$ cat config.mk
export PLATFORM = sky130hd
export DESIGN_NAME = fft_sram_arbiter
export DESIGN_NICKNAME = d
export VERILOG_FILES = /design/src/rtl/fft_sram_arbiter.sv
export SDC_FILE = /design/constraint.sdc
export NUM_CORES = 1
export LEC_CHECK = 0
export ABC_CLOCK_PERIOD_IN_PS = 4800
export CAP_MARGIN = 10
export CORE_ASPECT_RATIO = 0.8
export CORE_MARGIN = 2
export CORE_UTILIZATION = 38
export CTS_CLUSTER_DIAMETER = 120
export DETAILED_ROUTE_END_ITERATION = 8
export PLACE_DENSITY = 0.95
export SLEW_MARGIN = 30
export SYNTH_ARGS = -nofsm -noshare
export SYNTH_HDL_FRONTEND = slang
export SYNTH_SLANG_ARGS = --single-unit
$ cat constraint.sdc
create_clock -name clk -period 4.8 [get_ports clk]
set_input_delay 1.44 -clock clk [delete_from_list [all_inputs] [get_ports clk]]
set_output_delay 1.44 -clock clk [all_outputs]
set_load 0.03 [all_outputs]
$ cat src/rtl/fft_sram_arbiter.sv
// fft_sram_arbiter: shares one single-port FFT ping-buffer SRAM between the
// FFT engine control FSM and a host load/readout port.
//   - Exclusive registered grants. The engine has priority from IDLE.
//   - A hold counter forces a handoff after MAX_HOLD contended beats.
//   - Registered SRAM command outputs (sram_cs/w/addr/wdata).
//   - Read data comes back on the shared rdata bus two cycles after the beat
//     is accepted. It is qualified by eng_rvalid / host_rvalid.
// Ports:
//   clk, rst (async, active-low)
//   eng_req/eng_w/eng_addr/eng_wdata  -> eng_gnt, eng_rvalid
//   host_req/host_w/host_addr/host_wdata -> host_gnt, host_rvalid
//   sram_cs/sram_w/sram_addr/sram_wdata -> SRAM, sram_rdata <- SRAM
//   rdata: combinational pass-through of sram_rdata
module fft_sram_arbiter #(
    parameter int unsigned AW       = 12,
    parameter int unsigned DW       = 32,
    parameter int unsigned MAX_HOLD = 16
) (
    input  logic          clk,
    input  logic          rst,
    input  logic          eng_req,
    input  logic          eng_w,
    input  logic [AW-1:0] eng_addr,
    input  logic [DW-1:0] eng_wdata,
    output logic          eng_gnt,
    output logic          eng_rvalid,
    input  logic          host_req,
    input  logic          host_w,
    input  logic [AW-1:0] host_addr,
    input  logic [DW-1:0] host_wdata,
    output logic          host_gnt,
    output logic          host_rvalid,
    output logic          sram_cs,
    output logic          sram_w,
    output logic [AW-1:0] sram_addr,
    output logic [DW-1:0] sram_wdata,
    input  logic [DW-1:0] sram_rdata,
    output logic [DW-1:0] rdata
);

    localparam int unsigned HW = $clog2(MAX_HOLD) + 1;
    localparam logic [HW-1:0] HOLD_LAST = HW'(MAX_HOLD - 1);

    typedef enum logic [1:0] {
        IDLE = 2'd0,
        ENG  = 2'd1,
        HOST = 2'd2
    } state_t;

    state_t        state_q, state_d;
    logic [HW-1:0] hold_cnt_q, hold_cnt_d;
    logic          eng_gnt_q, eng_gnt_d;
    logic          host_gnt_q, host_gnt_d;
    logic          sram_cs_q, sram_cs_d;
    logic          sram_w_q, sram_w_d;
    logic [AW-1:0] sram_addr_q, sram_addr_d;
    logic [DW-1:0] sram_wdata_q, sram_wdata_d;
    logic          tag_rd_q, tag_rd_d;
    logic          tag_eng_q, tag_eng_d;
    logic          eng_rvalid_q, eng_rvalid_d;
    logic          host_rvalid_q, host_rvalid_d;

    logic          eng_acc;
    logic          host_acc;

    // A beat is accepted when a requester's req and gnt are both high.
    assign eng_acc  = eng_req & eng_gnt_q;
    assign host_acc = host_req & host_gnt_q;

    // Owner selection and hold counter.
    always_comb begin
        state_d    = state_q;
        hold_cnt_d = hold_cnt_q;
        unique case (state_q)
            IDLE: begin
                if (eng_req) begin
                    state_d = ENG;
                end else if (host_req) begin
                    state_d = HOST;
                end
            end
            ENG: begin
                if (!eng_req) begin
                    state_d = host_req ? HOST : IDLE;
                end else if (host_req && (hold_cnt_q == HOLD_LAST)) begin
                    state_d = HOST;
                end
            end
            HOST: begin
                if (!host_req) begin
                    state_d = eng_req ? ENG : IDLE;
                end else if (eng_req && (hold_cnt_q == HOLD_LAST)) begin
                    state_d = ENG;
                end
            end
            default: state_d = IDLE;
        endcase

        // Count only the beats taken while the other side is waiting.
        if (state_d != state_q) begin
            hold_cnt_d = '0;
        end else if ((eng_acc && host_req) || (host_acc && eng_req)) begin
            hold_cnt_d = hold_cnt_q + HW'(1);
        end

        eng_gnt_d  = (state_d == ENG);
        host_gnt_d = (state_d == HOST);
    end

    // SRAM command register and read tag pipeline.
    always_comb begin
        sram_cs_d    = eng_acc | host_acc;
        sram_w_d     = 1'b0;
        sram_addr_d  = sram_addr_q;
        sram_wdata_d = sram_wdata_q;
        tag_eng_d    = 1'b0;
        if (eng_acc) begin
            sram_w_d     = eng_w;
            sram_addr_d  = eng_addr;
            sram_wdata_d = eng_wdata;
            tag_eng_d    = 1'b1;
        end else if (host_acc) begin
            sram_w_d     = host_w;
            sram_addr_d  = host_addr;
            sram_wdata_d = host_wdata;
        end
        tag_rd_d      = sram_cs_d & ~sram_w_d;
        // The owner tag travels with the read, so late returns go to the original requester.
        eng_rvalid_d  = tag_rd_q & tag_eng_q;
        host_rvalid_d = tag_rd_q & ~tag_eng_q;
    end

    always_ff @(posedge clk or negedge rst) begin
        if (!rst) begin
            state_q       <= IDLE;
            hold_cnt_q    <= '0;
            eng_gnt_q     <= 1'b0;
            host_gnt_q    <= 1'b0;
            sram_cs_q     <= 1'b0;
            sram_w_q      <= 1'b0;
            sram_addr_q   <= '0;
            sram_wdata_q  <= '0;
            tag_rd_q      <= 1'b0;
            tag_eng_q     <= 1'b0;
            eng_rvalid_q  <= 1'b0;
            host_rvalid_q <= 1'b0;
        end else begin
            state_q       <= state_d;
            hold_cnt_q    <= hold_cnt_d;
            eng_gnt_q     <= eng_gnt_d;
            host_gnt_q    <= host_gnt_d;
            sram_cs_q     <= sram_cs_d;
            sram_w_q      <= sram_w_d;
            sram_addr_q   <= sram_addr_d;
            sram_wdata_q  <= sram_wdata_d;
            tag_rd_q      <= tag_rd_d;
            tag_eng_q     <= tag_eng_d;
            eng_rvalid_q  <= eng_rvalid_d;
            host_rvalid_q <= host_rvalid_d;
        end
    end

    assign eng_gnt     = eng_gnt_q;
    assign host_gnt    = host_gnt_q;
    assign sram_cs     = sram_cs_q;
    assign sram_w      = sram_w_q;
    assign sram_addr   = sram_addr_q;
    assign sram_wdata  = sram_wdata_q;
    assign eng_rvalid  = eng_rvalid_q;
    assign host_rvalid = host_rvalid_q;
    assign rdata       = sram_rdata;

endmodule

==> impl_results.md <==
* Status: finished clean
* Sequential power share at 0.367
* Crit-path max FO at 45
* R2R Setup Slk at approximately 2.8 ns
* Commonest cells after routing, fill and taps aside: clkdlybuf4s50_1 (142), dfrtp_1 (59), nand2_1 (47)
* Clock Skew at 0.00754 ns
* CP cell instances: clkdlybuf4s50_1 > nand2_2 > inv_4 > mux2i_1 > o21ai_0
* Post-DP Area at 4180 um2
* Die X at 102 um
* Slew Viols, Final at 0
* Post-DP HPWL at 5370 um
* Die area at 8480 um2
* Syn Nets at 413
* Postcts setup bufs at 0
* NetSw at just over 0.0005 W
* Peak supply drop at 144 uV
* Pin count of the biggest net entering global routing at between 80 and 90
* Setup violations, final at 0
* CP arrival at 3.30 ns
* CP Buf/Inv Count at 2
* Footprint of the multi-input gates at roughly 1100 um2
* Clock Latency Late Sink at 0.33 ns
* Post-synthesis average cell area at 10.3 um2
* Leakage dissipation at 1.87 nW
* RSZ-0062 raised after global routing: no
* Post-cts resize count at 0
* Slowest-stage cell, CP: clkdlybuf4s50_1
* DR DRC count at 0
* CP startpoint kind: primary input
* Register cell area after layout at 1480 um2
* Clock sink count at 59
* R2R Path End: hold_cnt_q[2]$_DFFE_PN0P_
* Leading cell type in the layout, fill and taps excluded: clkdlybuf4s50_1
* DP Worst Slack at 1.31 ns
* First-pass GRT wire length at roughly 11000 um
* Gate power share at 0.311
* Net Sw Frac at 0.306
* PwrDens at around 380 nW/um2
* Min setup slack post-route at 1.67 ns
* Worst Setup End Kind: register
* Number of global-route vias before repair at 2484
* Worst-Margin Slew at 0.735 ns
* Internal power at about 0.0012 W
* Worst r2r path cells at 6
* Hold WS at 0.415 ns
* Clk pin slew, worst setup/hold paths at 0.06 ns
* Synthesis warning total at 0
* Worst Hold End: host_rvalid$_DFF_PN0_
* Max-cap violations at 0
* Final setup TNS at 0 ns
* Num CTS Buffers at 9
* CTS tree: yes
* CP max stage delay at slightly below 0.7 ns
* Final hold vios at 0
* Num rows at 28
* Fillers at 634
* Family with the most delay on the worst path: buffers and inverters
* P&R area growth vs syn at 49.8%
* Min-delay worst type: register to register
* Routed Antenna Nets at 0
* Synth Area in XOR/XNOR at 0.00594
* Layout cells sized above 1 at 0.0576
* Post-Synthesis Cells at 285
* Hold Startpoint: tag_eng_q$_DFF_PN0_
* Via density at 4.85
* Worst hold path cell count at 1
* Pwr Total at 0.00170 W
* Post-Route WL at 7250 um
* # port buffers at 143
* Pre-Repair DR Iteration Count at 4
* Worst slew margin at 0.510
* Mapped cell area at slightly below 3000 um2
* NumNets Final at 522
* Clock share of power at 0.322
* Post-synthesis simple-gate area fraction at 0.0947
* Compound-Gate Fraction of Synth Area at 0.106
* Worst EP required at roughly 5 ns
* Tmin final at 3.13 ns
* FF+latch count, synth at 59
* Seq/Total Area, Yosys at 0.501
* Starting Density at 0.395
* Fin area at between 4000 and 5000 um2
* Core box area at 7460 um2
* Post-Synth Adder-Cell Area at 0.00849
* Post-CTS Hold Fix Bufs at 0
* Drt wl/cell at 14.4 um
* Period utilization at 0.651
* Number of antenna diodes at 0
* Largest family of logic cells by synthesized area: multiplexers
* Worst R2R Start: hold_cnt_q[0]$_DFFE_PN0P_
* Multiplexer share of the synthesized area at 0.157
* Initial DRC count at 73
* Die Y at roughly 83 um
* Clk root buf: clkbuf_8
* Number of buffers on the longest clock path at 2
* Vias at 2444
* IO Count at between 200 and 250
* Initial antenna violation count at 0
* Gr ovfl total at 0
* CP Class: primary input to register
* Synth unique cells at 32
* Fmax achieved at approximately 320 MHz
* GPL Wtd Cong at ~0.73
* H-tree levels at 3
* Global Route Usage Sum at 0.171
routing by layer:
layer / vias up / track usage / share of wire
met2: 134 / 0.307 / 0.50
met3: 12 / 0.0729 / 0.10
met1: 1138 / 0.174 / 0.38
met5: - / 0 / 0
li1: 1160 / - / -
met4: 0 / 0.0787 / 0.011
cells in the mapped netlist:
| cell type | count | area (um2) |
|---|---|---|
| clkbuf_1 | 3 | 11.3 |
| buf_4 | 40 | 300 |
| buf_6 | 3 | 33.8 |
| or3_1 | 1 | 6.26 |
| buf_2 | 1 | 5.00 |
| nor2_1 | 3 | 11.3 |
| ha_1 | 2 | 25.0 |
| a22oi_1 | 1 | 7.51 |
| o211ai_2 | 1 | 12.5 |
| a211oi_1 | 1 | 7.51 |
| inv_1 | 5 | 18.8 |
| o22ai_1 | 1 | 6.26 |
| nand2_1 | 47 | 176 |
| mux2_2 | 1 | 11.3 |
| nand3_1 | 3 | 15.0 |
| a22o_1 | 1 | 8.76 |
| mux2i_1 | 45 | 450 |
| and2_1 | 1 | 6.26 |
| inv_4 | 1 | 6.26 |
| a311oi_1 | 1 | 8.76 |
| o21ai_0 | 37 | 185 |
| and3_1 | 3 | 18.8 |
| nor3_1 | 5 | 25.0 |
| nor3b_1 | 1 | 7.51 |
| o21ai_1 | 7 | 35.0 |
| a31oi_1 | 2 | 12.5 |
| o2111ai_1 | 1 | 8.76 |
| dfrtp_1 | 59 | 1480 |
| nand2_2 | 1 | 6.26 |
| nor2b_1 | 1 | 6.26 |
| xor2_1 | 2 | 17.5 |
| a21oi_1 | 4 | 20.0 |
sequential cells by signal, summed over array words and instances (netlist names):
register,count
host_rvalid,1
sram_cs,1
eng_gnt,1
eng_rvalid,1
hold_cnt_q,5
sram_addr,12
tag_eng_q,1
tag_rd_q,1
host_gnt,1
state_q,2
sram_wdata,32
sram_w,1
cell families after synthesis:
| family | Yosys count |
|---|---|
| mux | 46 |
| xor+xnor | 2 |
| compound gates | 57 |
| simple gates | 66 |
| fa+ha+maj | 2 |
| buf+inv | 53 |
| flops | 59 |
worst reg2reg max path: stages, from the launching register on:
cell and delay [ns]:
dfrtp_1 0.38, ha_1 0.17, and3_1 0.15, ha_1 0.26, nand2_1 0.09, a311oi_1 0.65, nor3_1 0.12
area by class of cell:
class | count | area share
repair buffers | 145 | 0.326
flip-flops and latches | 59 | 0.334
well taps | 105 | 0.0297
clock buffers | 11 | 0.0320
multi-input cells | 173 | 0.249
inverters | 6 | 0.00567
clock inverters | 5 | 0.0227
power by group through the flow:
stage / Sequential [W] / Clock, W / Combinational, W
after floorplan: 0.000778 / 0 / 0.000168
after CTS: 0.000623 / 0.000559 / 0.000534
after global placement: 0.000626 / 0 / 0.000521
final: 0.000622 / 0.000546 / 0.000528
after global routing: 0.000633 / 0.000579 / 0.000565
after detailed placement: 0.000631 / 0 / 0.000533
per-stage QoR:
step,util,instances
after floorplan,-,285
after global placement,0.560,488
after detailed placement,0.560,488
after CTS,0.592,504
after global routing,0.592,504
final,0.592,504
worst max-delay path by stage:
stage,startpoint,endpoint,slack (ns),cells past startpoint
finish,eng_req,sram_wdata[10]$_DFFE_PN0P_,1.67,5
global route,eng_req,sram_addr[7]$_DFFE_PN0P_,1.49,5
CTS,eng_req,sram_addr[7]$_DFFE_PN0P_,1.67,5
detailed placement,eng_req,sram_addr[7]$_DFFE_PN0P_,1.31,5
global placement,eng_req,sram_wdata[9]$_DFFE_PN0P_,1.42,5
floorplan,sram_rdata[0],rdata[0],1.78,1
Note: power is estimated with default switching activity, not from simulation.
